$ cat src/rtl/m_pc_branch.sv
// Program-counter and branch-resolution stage with a boot/run/halt control FSM.
// Zero flag is built from two byte-wide OR reductions; all outputs are registered.

module m_or8way (
  input  logic [7:0] data,
  output logic       any
);
  assign any = |data;
endmodule

module m_pc_branch #(
  parameter int               WIDTH     = 16,
  parameter logic [WIDTH-1:0] RESET_VEC = 16'h0000
) (
  input  logic             i_clk,
  input  logic             i_rst_n,
  input  logic             i_soft_rst,
  input  logic             i_en,
  input  logic             i_halt,
  input  logic             i_resume,
  input  logic             i_is_c,
  input  logic [2:0]       i_jmp,
  input  logic [WIDTH-1:0] i_alu_out,
  input  logic [WIDTH-1:0] i_a_reg,
  output logic [WIDTH-1:0] o_pc,
  output logic             o_zr,
  output logic             o_ng,
  output logic             o_taken,
  output logic             o_run
);

  typedef enum logic [1:0] {
    ST_BOOT = 2'b00,
    ST_RUN  = 2'b01,
    ST_HALT = 2'b10
  } state_t;

  state_t           state_r, state_s;
  logic [WIDTH-1:0] pc_r, pc_s;
  logic             zr_r, zr_s;
  logic             ng_r, ng_s;
  logic             taken_r, taken_s;
  logic             run_r;
  logic             lo_any_s, hi_any_s;
  logic             zr_c_s, ng_c_s, take_c_s;

  m_or8way u_or_lo (.data(i_alu_out[7:0]),  .any(lo_any_s));
  m_or8way u_or_hi (.data(i_alu_out[15:8]), .any(hi_any_s));

  assign zr_c_s   = ~(lo_any_s | hi_any_s);
  assign ng_c_s   = i_alu_out[WIDTH-1];
  assign take_c_s = i_is_c & ((i_jmp[2] & ng_c_s) | (i_jmp[1] & zr_c_s) |
                              (i_jmp[0] & ~ng_c_s & ~zr_c_s));

  // Next-state and next-output selection for the boot/run/halt controller.
  always_comb begin
    state_s = state_r;
    pc_s    = pc_r;
    zr_s    = zr_r;
    ng_s    = ng_r;
    taken_s = 1'b0;
    case (state_r)
      ST_BOOT: begin
        state_s = ST_RUN;
        pc_s    = RESET_VEC;
        zr_s    = 1'b0;
        ng_s    = 1'b0;
      end
      ST_RUN: begin
        if (i_soft_rst) begin
          state_s = ST_BOOT;
          pc_s    = RESET_VEC;
          zr_s    = 1'b0;
          ng_s    = 1'b0;
        end else if (i_halt) begin
          state_s = ST_HALT;
        end else if (i_en) begin
          pc_s    = take_c_s ? i_a_reg : pc_r + WIDTH'(1);
          zr_s    = zr_c_s;
          ng_s    = ng_c_s;
          taken_s = take_c_s;
        end else begin
          state_s = ST_RUN;
        end
      end
      ST_HALT: begin
        if (i_soft_rst) begin
          state_s = ST_BOOT;
          pc_s    = RESET_VEC;
          zr_s    = 1'b0;
          ng_s    = 1'b0;
        end else if (i_resume) begin
          state_s = ST_RUN;
        end else begin
          state_s = ST_HALT;
        end
      end
      default: begin
        state_s = ST_BOOT;
        pc_s    = RESET_VEC;
        zr_s    = 1'b0;
        ng_s    = 1'b0;
      end
    endcase
  end

  // State and output registers; o_run reflects the state being entered.
  always_ff @(posedge i_clk or negedge i_rst_n) begin
    if (!i_rst_n) begin
      state_r <= ST_BOOT;
      pc_r    <= RESET_VEC;
      zr_r    <= 1'b0;
      ng_r    <= 1'b0;
      taken_r <= 1'b0;
      run_r   <= 1'b0;
    end else begin
      state_r <= state_s;
      pc_r    <= pc_s;
      zr_r    <= zr_s;
      ng_r    <= ng_s;
      taken_r <= taken_s;
      run_r   <= (state_s == ST_RUN);
    end
  end

  assign o_pc    = pc_r;
  assign o_zr    = zr_r;
  assign o_ng    = ng_r;
  assign o_taken = taken_r;
  assign o_run   = run_r;

endmodule

$ cat config.mk
export PLATFORM = sky130hd
export DESIGN_NAME = m_pc_branch
export DESIGN_NICKNAME = d
export VERILOG_FILES = /design/src/rtl/m_pc_branch.sv
export SDC_FILE = /design/constraint.sdc
export NUM_CORES = 1
export LEC_CHECK = 0
export ABC_AREA = 0
export ABC_CLOCK_PERIOD_IN_PS = 4150
export BUFFER_PORTS_ARGS = -buffer_cell sky130_fd_sc_hd__buf_2
export CORE_MARGIN = 1.5
export CORE_UTILIZATION = 48
export DETAILED_ROUTE_END_ITERATION = 16
export PLACE_DENSITY = 0.92
export SETUP_SLACK_MARGIN = 0.5
export SKIP_LAST_GASP = 1
export SYNTH_ARGS = -nofsm -noshare
export SYNTH_HDL_FRONTEND = slang
export SYNTH_SLANG_ARGS = --single-unit
export TNS_END_PERCENT = 20
$ cat constraint.sdc
create_clock -name i_clk -period 4.15 [get_ports i_clk]
set_input_delay 1.0375 -clock i_clk [delete_from_list [all_inputs] [get_ports i_clk]]
set_output_delay 1.0375 -clock i_clk [all_outputs]
set_load 0.02 [all_outputs]
### After elaboration in Yosys (flattened, before gate mapping)

Cells that the tools add are included.
W data, S select, Z words.

| storage, ports and cells | value |
|---|---|
| register bits after elaboration | 22 |
| input bits | 42 |
| output and inout bits | 20 |
| word-level logic and storage cells | 52 |

| operators by class | value |
|---|---|
| $add $sub $neg | 1 |
| eq/ne operators | 6 |
| mux-type cells | 25 |
| bitwise gates (word level) | 10 |
| reduce and logical (&&, ||, !) cells | 4 |

Operators with widths:

| cell | number |
|---|---|
| $mux W16 | 5 |
| $pmux W16 S2 | 1 |
| $add A16 B1 Y16 const B | 1 |
| $reduce_or A8 Y1 | 2 |
| $mux W1 | 11 |
| $mux W2 | 5 |
| $ne A3 B3 Y1 const B | 2 |
| $pmux W2 S3 | 1 |
| $and A1 B1 Y1 | 5 |
| $eq A2 B1 Y1 const B | 2 |
| $pmux W1 S2 | 2 |
| $or A1 B1 Y1 | 3 |
| $reduce_and A3 Y1 | 1 |
| $eq A2 B2 Y1 const B | 1 |
| $logic_not A2 Y1 | 1 |
| $ne A2 B2 Y1 const B | 1 |
| $not A1 Y1 | 2 |

### Depth between registers and ports, before layout

Gate-level depths: netlist (run 1).

| depth | value |
|---|---|
| depth after elaboration | 12 |
| mapped depth | 7 |
| mapped depth without buffers | 6 |

### Modules after synthesis

A second synthesis (run 1) with hierarchy kept.

| second synthesis, totals | value |
|---|---|
| cell total of the unflattened synthesis | 158 |
| area, all modules | 1,363.8 sq um |

Modules (own cells, without submodules):

| module | times used | cells an instance | area an instance (sq um) | sequential area each (sq um) |
|---|---|---|---|---|
| m_pc_branch | 1 | 152 | 1,331.3 | 550.5 |
| m_or8way | 2 | 3 | 16.3 | 0.0 |

### Worst setup path before layout (run 1)

Ideal clock, no wire load.

| timing path | value |
|---|---|
| kind | input to register |
| start point | input i_alu_out[11] |
| end point | register pc_r[6] (netlist: o_pc[6]) |
| data arrival time | 2.267 ns |
| data required time | 4.016 ns |
| setup slack | 1.748 ns |
| stages | 7 |
| cell sequence | nor4_1 > nand4_1 > mux2_2 > buf_6 > buf_6 > a31oi_4 > o22ai_1 |

| on the way | value |
|---|---|
| longest elaborated chain between the ends | 12 |
| elaborated cells between the ends (all ways) | 13 |
| classes of those cells | mux: 5; bitwise: 7; reduce/logical: 1 |

Ends and longest elaborated chain:

| what | RTL line | text |
|---|---|---|
| from (decl) | 23 | `input logic [WIDTH-1:0] i_alu_out,` |
| $reduce_or A8 Y1 (*) | 8 | `assign any = \|data;` |
| $or A1 B1 Y1 (*) | 50 | `assign zr_c_s = ~(lo_any_s \| hi_any_s);` |
| $not A1 Y1 | 50 |  |
| $and A1 B1 Y1 | 52 | `assign take_c_s = i_is_c & ((i_jmp[2] & ng_c_s) \| (i_jmp[1] & zr_c_s) \|` |
| $or A1 B1 Y1 | 52 |  |
| $or A1 B1 Y1 (*) | 52 |  |
| $and A1 B1 Y1 (*) | 52 |  |
| $mux W16 (*) | 78 | `pc_s = take_c_s ? i_a_reg : pc_r + WIDTH'(1);` |
| $mux W16 (*) | 77 | `end else if (i_en) begin` |
| $mux W16 (*) | 75 | `end else if (i_halt) begin` |
| $mux W16 (*) | 70 | `if (i_soft_rst) begin` |
| $pmux W16 S2 (*) | 62 | `case (state_r)` |
| to (signal assigned) | 118 | `pc_r <= pc_s;` |
| to (decl) | 39 | `logic [WIDTH-1:0] pc_r, pc_s;` |

Mark *: on every way between the ends. The rest lies on a longest branch, timed or not. The select of a mux whose other input is x is not followed.
A chain may end at the register's enable or synchronous reset.

### Final worst setup path (run 1)

| timing path | value |
|---|---|
| start point | input i_alu_out[15] |
| end point | register pc_r[3] (netlist: o_pc[3]) |

| on the way | value |
|---|---|
| longest elaborated chain between the ends | 12 |
| elaborated cells between the ends (all ways) | 16 |
| classes of those cells | mux: 5; bitwise: 10; reduce/logical: 1 |

Ends and longest elaborated chain:

| what | RTL line |
|---|---|
| $reduce_or A8 Y1 | 8 |
| $or A1 B1 Y1 | 50 |
| $not A1 Y1 | 50 |
| $and A1 B1 Y1 | 52 |
| $or A1 B1 Y1 | 52 |
| $or A1 B1 Y1 (*) | 52 |
| $and A1 B1 Y1 (*) | 52 |
| $mux W16 (*) | 78 |
| $mux W16 (*) | 77 |
| $mux W16 (*) | 75 |
| $mux W16 (*) | 70 |
| $pmux W16 S2 (*) | 62 |

Marked as above.

==> metrics.txt, run 1 <==
Worst setup EP type flip-flop; Reg2Reg Launch Point state_r[1]; critical path cell sequence buf_2 > nor4_1 > nand4_1 > mux2_2 > mux2i_1 > o221ai_1; Synth top area share 39.3%; power per cell area 252 nW/um^2; Placer Congestion 0.765; Slowest-stage cell, CP mux2_2; CTS max path bufs 2; CTS H-tree depth 1; worst stage delay on the critical path 0.61 ns; DR vias 1496; setup violators final 0; Setup crit start i_alu_out[15]; top cells by area, synth dfrtp_1 39%, mux2i_1 7.1%, nand3_1 6.4%; CTS tree built; drt drc 0; Detail Route Antenna Nets 0; final period utilization 60.3%; initial DRC count 43; RSZ-0062 raised after global routing false; sequential group share of total power 53.4%; Max Fclk 399 MHz; status complete, no violations; first-pass GRT wire length 5.76 mm; hold_buf cts 0; clock tree root driver cell clkbuf_4; largest net degree at the start of global routing 23; Area growth, synth to finish 24.1%; Worst-Margin Slew 0.601 ns; Post-DP HPWL 2.61 mm; most common flop cell mapped by yosys dfrtp_1; Total Routing Usage GR 22.1%; synth warn 0; Post-Place Worst Slack 1.29 ns; final WL 3.59 mm; Psw 137 uW; fill count 254; Num Clock Sinks 22; vias per cell 6.11; Initial Util 50.8%; total chip power 439 uW; Min-Delay Startpoint o_zr; Logic pwr share 24.1%; Clock Power Share 22.5%; # Max-Cap Violations 0; WL/cell 14.6 um; num ports 62; post-synthesis cell area 1400 sq um; Post-CTS Setup Bufs 0; Mapped Nets 197; Worst Hold Class reg -> reg; ys async rst share 100%; Cells after Synth 154; pins over their slew limit 0; EDFF count, synth 0; Skew-Pair Late Insertion Delay 0.31 ns; CTS resizes 0; WS Path Type in -> reg; port bufs 61; top fanout value on the critical path 19; Overflow after GRT 0; Die Height 57.0 um; core region area 2760 sq um; endpoints failing hold 0; Rel. slew slack 59.9%; VDD IR max 0.198 mV; count of cell types in the netlist 34; Worst Path Required 4.32 ns; clock-pin slew on the worst setup and hold paths 0.12 ns; initial antenna violation count 0; P_int 302 uW; Synth Register Bits 22; vias in the first global route 1344; nets@finish 259; DR pass1 iterations 5; Seq/Total Area, Yosys 39.3%; Syn Area/Cell 9.09 sq um; Ant. Diodes 0; TritonCTS buffer count 3; cell row count 19; Net Sw Frac 31.2%; Crit path arrival time 2.67 ns; Die X 57.0 um; Synth area leader dfrtp_1; Die ar. 3250 sq um; ratio of cells with drive above 1 in the final layout 33.6%; Final min period 2.50 ns; Setup TNS 0 ns; skew final 0.00142 ns; worst setup margin 1.65 ns; Worst setup SP type input port; Leakage 0.870 nW
[power groups by stage]
stage,clock [mW],sequential (mW),combinational (mW)
final,0.0989,0.234,0.106
after global routing,0.106,0.236,0.116
after CTS,0.0994,0.234,0.106
after detailed placement,0,0.238,0.106
after global placement,0,0.238,0.104
after floorplan,0,0.244,0.0575
[synth_stat cells (3+ instances only)]
library cell  number
mux2i_1           10
nand4_1            8
dfrtp_1           22
or4_1              6
o21ai_0            8
buf_6              3
nor2_1            10
nand2_1           12
nand3_1           18
a32oi_1            6
nor4_1             5
o2bb2ai_1          3
o31ai_1            3
nor3_1             3
nor2b_1            3
a21oi_1            3
nand2b_1           3
o22ai_1            4
[per-layer routing]
metal / up-vias / wire length (um) / GRT usage [%]
met5: - / 0 / 0
met4: 0 / 29 / 5.98
met3: 4 / 341 / 4.31
met2: 73 / 1730 / 38.4
met1: 692 / 1490 / 28.2
li1: 727 / - / -
[layout make-up]
class	instances	area, sq um	area share (%)
repair buffers	64	328	18.9
flip-flops and latches	22	551	31.7
multi-input cells	123	791	45.5
well taps	31	38.8	2.23
inverters	2	7.51	0.432
clock buffers	3	22.5	1.30
[flip-flops by register name, summed over array words and instances, names as in the netlist]
signal and count:
o_zr 1, o_pc 16, state_r 2, o_taken 1, o_ng 1, o_run 1
[layout by cell type, fill, tap and decap left out]
cell | Yosys | final
mux2i_1 | 10 | 10
buf_2 | 2 | 61
and4_1 | 2 | 2
o31ai_1 | 3 | 3
o311ai_0 | 1 | 1
a22oi_1 | 1 | 1
o2bb2ai_1 | 3 | 3
a31oi_4 | 1 | 1
o221ai_1 | 2 | 2
or3_1 | 2 | 2
and2_1 | 1 | 1
nor4_1 | 5 | 5
nor2b_1 | 3 | 3
and3_1 | 2 | 2
nand2b_1 | 3 | 3
mux2_2 | 1 | 1
a32oi_1 | 6 | 6
nand4_1 | 8 | 8
inv_1 | 2 | 2
o21ai_0 | 8 | 8
nor3_1 | 3 | 3
clkbuf_4 | 0 | 3
and2b_1 | 1 | 1
or4_1 | 6 | 6
dfrtp_1 | 22 | 22
nor2_1 | 10 | 10
a21oi_1 | 3 | 3
o22ai_1 | 4 | 4
or2_2 | 2 | 2
nor3_2 | 1 | 1
nand3_1 | 18 | 18
nand2_1 | 12 | 12
buf_4 | 0 | 3
ha_1 | 1 | 1
[metrics by stage]
stage | instance area, sq um | utilization (%) | instances | hold slack (ns)
floorplan | 1400 | - | 154 | 0.490
global placement | 1720 | 62.2 | 242 | 0.465
detailed placement | 1720 | 62.2 | 242 | 0.489
CTS | 1740 | 63.0 | 245 | 0.515
global route | 1740 | 63.0 | 245 | 0.555
finish | 1740 | 63.0 | 245 | 0.516
[final timing paths]
path	to	slack (ns)	cells past startpoint
worst min-delay path	o_zr	0.52	2
max in group asynchronous	o_pc[12]	3.14	1
worst max-delay path	o_pc[3]	1.65	6
worst min register to register	o_zr	0.52	2
min in group asynchronous	o_pc[5]	0.68	1
worst max register to register	o_pc[5]	2.12	4
[cell families after synthesis]
group,Yosys count,share of synthesized area [%]
AO/OA/AOI/OAI,32,16.9
buffers and inverters,9,4.20
AND/OR/NAND/NOR,79,30.7
multiplexers,11,7.95
flip-flops,22,39.3
adder cells (fa/ha/maj),1,0.894
[critical path, delay by kind of cell]
| kind | cells | cell delay (ns) |
|---|---|---|
| compound gates | 1 | 0.14 |
| buf+inv | 1 | 0.11 |
| simple gates | 2 | 0.52 |
| mux | 2 | 0.86 |
Note: power is estimated with default switching activity, not from simulation.
==> inputs of run 2 (changes only) <==
Settings changed: ABC_AREA 0 to 1, ABC_CLOCK_PERIOD_IN_PS 4150 to 2400, PLACE_DENSITY 0.92 to 0.89.
Clock period 4.15 ns to 2.4 ns, I/O delays scaled along.
==> run 2 against run 1 <==
  * Utilization fell by 2.2 points
  * Synthesized area grew 18%
  * Worst setup slack got worse by 0.91 ns
  * First-iteration DRC count up 23%
  * Routed wire length up 0.70%
  * Flip-flop and latch count did not move
  * Largest power group unchanged
==> metrics.txt, run 2 <==
status complete, no violations (unchanged); Leakage 1.12 nW (was 0.870 nW); Die Height 61.6 um (was 57.0 um); port bufs 61 (unchanged); Detail Route Antenna Nets 0 (unchanged); Crit path arrival time 1.88 ns (was 2.67 ns); cell row count 21 (was 19); Rel. slew slack 65.8% (was 59.9%); first-pass GRT wire length 6.28 mm (was 5.76 mm); num ports 62 (unchanged); count of cell types in the netlist 25 (was 34); Die ar. 3790 sq um (was 3250 sq um); setup violators final 0 (unchanged); final WL 3.61 mm (was 3.59 mm); post-synthesis cell area 1650 sq um (was 1400 sq um); Die X 61.6 um (was 57.0 um); Mapped Nets 275 (was 197); WL/cell 10.7 um (was 14.6 um); total chip power 823 uW (was 439 uW); most numerous cell in the Yosys netlist nand2_1 (was dfrtp_1); placed cells 335 (was 242); endpoints failing hold 0 (unchanged); Num Clock Sinks 22 (unchanged); Overflow after GRT 0 (unchanged); drt drc 0 (unchanged); Synth Register Bits 22 (unchanged); clock-pin slew on the worst setup and hold paths 0.13 ns (was 0.12 ns); largest net degree at the start of global routing 23 (unchanged); Cells after Synth 232 (was 154); nets@finish 337 (was 259); vias in the first global route 1499 (was 1344); core region area 3310 sq um (was 2760 sq um); ratio of cells with drive above 1 in the final layout 33.8% (was 33.6%); top cells by area, synth dfrtp_1 33%, nand2_1 14%, nand3_1 9.1% (was dfrtp_1 39%, mux2i_1 7.1%, nand3_1 6.4%); WS Path Type reg -> reg (was in -> reg); Synth top area share 33.4% (was 39.3%); uppermost layer routed met4 (unchanged); R2R cell count 9 (was 4); Syn Area/Cell 7.10 sq um (was 9.09 sq um); top post-synthesis cells by count 62 x nand2_1, 36 x inv_1, 30 x nand3_1 (was 22 x dfrtp_1, 18 x nand3_1, 12 x nand2_1); routed length on met2 1.78 mm (was 1.73 mm); vias per cell 4.84 (was 6.11); DR pass1 iterations 4 (was 5); non-filler cells, final 339 (was 245); Initial Util 49.8% (was 50.8%); skew final 0.00398 ns (was 0.00142 ns); max FFs per register 16 (unchanged); DR vias 1642 (was 1496); hold_ws 0.226 ns (was 0.516 ns); Max Fclk 603 MHz; CTS max path bufs 2 (unchanged); final period utilization 69.1%; Worst-Margin Slew 0.512 ns (was 0.601 ns); clock tree root driver cell clkbuf_4 (unchanged); # Max-Cap Violations 0 (unchanged); Worst setup SP type flip-flop (was input port); TritonCTS buffer count 3 (unchanged); hold_buf cts 0 (unchanged); synth warn 0 (unchanged); Final min period 1.66 ns; Post-DP HPWL 2.74 mm (was 2.61 mm); Placer Congestion 0.802 (was 0.765); most frequent cells in the layout 62 x nand2_1, 61 x buf_2, 36 x inv_1 (was 61 x buf_2, 22 x dfrtp_1, 18 x nand3_1); pins over their slew limit 0 (unchanged); Post-CTS Setup Bufs 0 (unchanged); power per cell area 409 nW/um^2 (was 252 nW/um^2); Worst Path Required 2.62 ns (was 4.32 ns); initial DRC count 53 (was 43); Total Routing Usage GR 21.8% (was 22.1%); Worst setup EP type flip-flop (unchanged); VDD IR max 0.362 mV (was 0.198 mV); met3 WL post-DR 171 um (was 341 um); Worst Hold Class in -> async (was reg -> reg); EDFF count, synth 0 (unchanged); RSZ-0062 raised after global routing false (unchanged); CTS H-tree depth 1 (unchanged); Ant. Diodes 0 (unchanged); Setup TNS 0 ns (unchanged); commonest non-fill, non-tap cell in the layout nand2_1 (was buf_2); top fanout value on the critical path 6 (was 19); Seq/Total Area, Yosys 33.4% (was 39.3%); ys async rst share 100% (unchanged); CTS tree built (unchanged); most common flop cell mapped by yosys dfrtp_1 (unchanged); initial antenna violation count 0 (unchanged); Area growth, synth to finish 22.2% (was 24.1%); CTS resizes 0 (unchanged); fill count 323 (was 254); met1 wire length 1.62 mm (was 1.49 mm); Skew-Pair Late Insertion Delay 0.31 ns (about the same); Synth area leader dfrtp_1 (unchanged)
## run 2: changes by cell type in the layout (fill, tap and decap cells not counted), moves of 6 or more
cell / before / now
xor2_1: 0 / 8
mux2i_1: 10 / 0
nand2_2: 0 / 13
inv_1: 2 / 36
nand3_2: 0 / 11
nor2_1: 10 / 19
nand3_1: 18 / 30
a32oi_1: 6 / 0
or4_1: 6 / 0
nand2_1: 12 / 62
## run 2: layout make-up
| class | count | area, sq um | share of cell area (%) |
|---|---|---|---|
| Sequential cell | 22 | 551 | 27.3 |
| Inverter | 36 | 135 | 6.71 |
| Multi-Input combinational cell | 168 | 913 | 45.4 |
| Timing Repair Buffer | 63 | 320 | 15.9 |
| Clock buffer | 4 | 36.3 | 1.80 |
| Tap cell | 46 | 57.6 | 2.86 |
## run 2: metal layers
layer  vias up  track usage, %
met5         -               0
met4         0            4.56
met3         4            4.62
met2        46            38.5
met1       746            27.4
li1        846               -
## run 2: final timing paths
path,from,to,slack [ns]
max in group asynchronous,i_rst_n,o_pc[7],1.83
worst max-delay path,o_pc[0],o_pc[10],0.74
worst min-delay path,i_rst_n,o_pc[11],0.23
worst min register to register,o_ng,o_ng,0.52
worst max register to register,o_pc[0],o_pc[10],0.74
min in group i_clk,i_resume,state_r[1],0.48
## run 2: cells by family after synthesis
family / after synthesis / synth area share, %
XOR/XNOR: 11 / 5.85
AND/OR/NAND/NOR: 149 / 46.2
adder cells (fa/ha/maj): 1 / 0.759
AO/OA/AOI/OAI: 7 / 2.66
buffers and inverters: 42 / 11.2
flip-flops: 22 / 33.4
## run 2: through the flow
step | setup slack, ns | instance area (sq um) | utilization [%]
CTS | 0.737 | 2010 | 60.8
floorplan | 0.757 | 1650 | -
detailed placement | 0.413 | 1980 | 59.7
global route | 0.588 | 2010 | 60.8
finish | 0.741 | 2010 | 60.8
global placement | 0.467 | 1980 | 59.7
## run 2: worst max-delay path, stage by stage (launching register included)
cell,delay (ns)
dfrtp_1,0.47
ha_1,0.25
nand3_2,0.14
nor2_4,0.16
nand2_2,0.07
nor2_1,0.12
xor2_1,0.18
nand2_2,0.07
nand3_2,0.07
nand2_2,0.04
## run 2: power by group
group / switching, mW / total, mW / internal (mW)
clock: 0.118 / 0.210 / 0.0927
combinational: 0.130 / 0.204 / 0.0743
sequential: 0.0173 / 0.409 / 0.392
total: 0.265 / 0.823 / 0.558
==> inputs of run 3 (changes only) <==
Settings changed: ABC_AREA 1 to 0, ABC_CLOCK_PERIOD_IN_PS 2400 to 1450, CORE_UTILIZATION 48 to 42, PLACE_DENSITY 0.89 to 0.86.
Clock period 2.4 ns to 1.45 ns, I/O delays scaled along.
==> run 3 against run 2 <==
  * The run now ends with setup timing left
  * Sequential power rose by 63%
  * Final area rose by 21%
  * Die area fell by 2.8%
  * Power rose by 110%
  * Worst setup slack got worse by 1.0 ns
  * Routed wire length rose by 90%
  * Register-to-register slack got worse by 0.99 ns
  * Flip-flop and latch count did not move
  * Via count rose by 23%
==> metrics.txt, run 3 (synthesized netlist as in run 1, its figures left out) <==
power per cell area 721 nW/um^2 (was 409 nW/um^2); setup violators final 27 (was 0); Setup crit start i_alu_out[12] (was o_pc[0]); Skew-Pair Late Insertion Delay 0.33 ns (was 0.31 ns); top fanout value on the critical path 7 (was 6); RSZ-0062 raised after global routing true (was false); cell row count 20 (was 21); Initial Util 45.1% (was 49.8%); placed cell areas 2050 sq um (was 1980 sq um); clock tree root driver cell clkbuf_4 (unchanged); ratio of cells with drive above 1 in the final layout 57.9% (was 33.8%); Clock Power Share 28.7% (was 25.5%); status complete, but fails checks (was complete, no violations); CTS tree built (unchanged); CTS max path bufs 2 (unchanged); final period utilization 121%; Placer Congestion 0.821 (was 0.802); endpoints failing hold 0 (unchanged); core region area 3100 sq um (was 3310 sq um); Final min period 1.75 ns; Worst setup EP type flip-flop (unchanged); Min-Delay Startpoint i_a_reg[11]; failing checks setup timing; Rel. slew slack 64.3% (was 65.8%); Worst Path Required 1.74 ns (was 2.62 ns); drt drc 0 (unchanged); nets@finish 310 (was 337); Post-Place Worst Slack -0.517 ns (was 0.413 ns); Leakage 1.19 nW (was 1.12 nW); worst setup margin -0.298 ns (was 0.741 ns); num ports 62 (unchanged); Net Sw Frac 31.9% (was 32.2%); Die ar. 3690 sq um (was 3790 sq um); largest net degree at the start of global routing 23 (unchanged); first-pass GRT wire length 7.20 mm (was 6.28 mm); Crit path arrival time 2.03 ns (was 1.88 ns); TritonCTS buffer count 3 (unchanged); Worst setup SP type input port (was flip-flop); Total Routing Usage GR 25.8% (was 21.8%); initial DRC count 227 (was 53); WS Path Type in -> reg (was reg -> reg); vias per cell 6.50 (was 4.84); pins over their slew limit 0 (unchanged); vias in the first global route 1654 (was 1499); clock-pin slew on the worst setup and hold paths 0.15 ns (was 0.13 ns); Logic pwr share 33.5% (was 24.8%); VDD IR max 0.452 mV (was 0.362 mV); Post-DP HPWL 3.36 mm (was 2.74 mm); commonest non-fill, non-tap cell in the layout buf_2 (was nand2_1); Detail Route Antenna Nets 0 (unchanged); Psw 563 uW (was 265 uW); Worst-Margin Slew 0.535 ns (was 0.512 ns); final WL 6.85 mm (was 3.61 mm); DR pass1 iterations 6 (was 4); Die X 60.7 um (was 61.6 um); most frequent cells in the layout 56 x buf_2, 44 x buf_4, 21 x dfrtp_1 (was 62 x nand2_1, 61 x buf_2, 36 x inv_1); P_int 1.20 mW (was 558 uW); Worst Hold Class in -> reg (was in -> async); Overflow after GRT 0 (unchanged); Max Fclk 572 MHz; port bufs 61 (unchanged); DR vias 2015 (was 1642); initial antenna violation count 0 (unchanged); Reg2Reg Launch Point o_pc[0] (unchanged); # Max-Cap Violations 0 (unchanged); final instance area 2440 sq um (was 2010 sq um); Ant. Diodes 0 (unchanged); sequential group share of total power 37.8% (was 49.7%); CTS H-tree depth 1 (unchanged); Area growth, synth to finish 74.6% (was 22.2%); max FFs per register 16 (unchanged); WL/cell 22.1 um (was 10.7 um); Num Clock Sinks 22 (unchanged); skew final 0.0164 ns (was 0.00398 ns); Setup TNS -4.97 ns (was 0 ns); Die Height 60.7 um (was 61.6 um)
==> run 3: path summary, 6_finish.rpt <==
path,to,slack (ns),cells past startpoint
max,o_pc[15],-0.30,7
min,o_pc[11],0.28,3
max reg2reg,o_pc[12],-0.25,6
min reg2reg,o_zr,0.54,2
max in group asynchronous,o_pc[3],0.55,2
min in group asynchronous,o_pc[6],0.52,2
==> run 3: area by class of cell <==
| cell class | count | area (sq um) |
|---|---|---|
| clock buffers | 3 | 22.5 |
| inverters | 2 | 7.51 |
| multi-input cells | 124 | 1010 |
| fillers | 189 | 658 |
| clock inverters | 1 | 30.0 |
| flip-flops and latches | 22 | 552 |
| repair buffers | 114 | 767 |
| well taps | 44 | 55.1 |
==> run 3: power groups by stage <==
stage	logic (mW)	registers, mW	clock network [mW]
after floorplan	0.172	0.699	0
after global placement	0.411	0.667	0
after detailed placement	0.421	0.669	0
after CTS	0.463	0.662	0.492
after global routing	0.615	0.669	0.520
final	0.591	0.665	0.506
==> run 3: critical path: stages <==
cell and delay (ns):
buf_6 0.11, nor4_4 0.31, nand4_1 0.22, mux2i_2 0.23, buf_4 0.20, or4_4 0.51
nand3_2 0.09
==> run 3: repair_timing <==
item	CTS	global route
hold endpoints to repair	7	0
resized for setup	15	35
setup endpoints to repair	40	51
pin swaps	17	10
setup buffers	6	7
cloned	1	1
hold buffers	1	0
==> run 3: routing by layer <==
| metal | global-route usage [%] | up-vias | share of wire (%) |
|---|---|---|---|
| li1 | - | 829 | - |
| met1 | 34.3 | 950 | 36 |
| met2 | 44.4 | 188 | 49 |
| met3 | 1.71 | 48 | 10 |
| met4 | 9.01 | 0 | 5.8 |
| met5 | 0 | - | 0 |
==> run 3: metrics by stage <==
stage / cells / util (%) / hold slack [ns] / total power, mW
after floorplan: 154 / - / 0.0669 / 0.871
after global placement: 290 / 66.1 / 0.363 / 1.08
after detailed placement: 290 / 66.1 / 0.359 / 1.09
after CTS: 302 / 72.2 / 0.286 / 1.62
after global routing: 310 / 78.8 / 0.283 / 1.80
final: 310 / 78.8 / 0.276 / 1.76
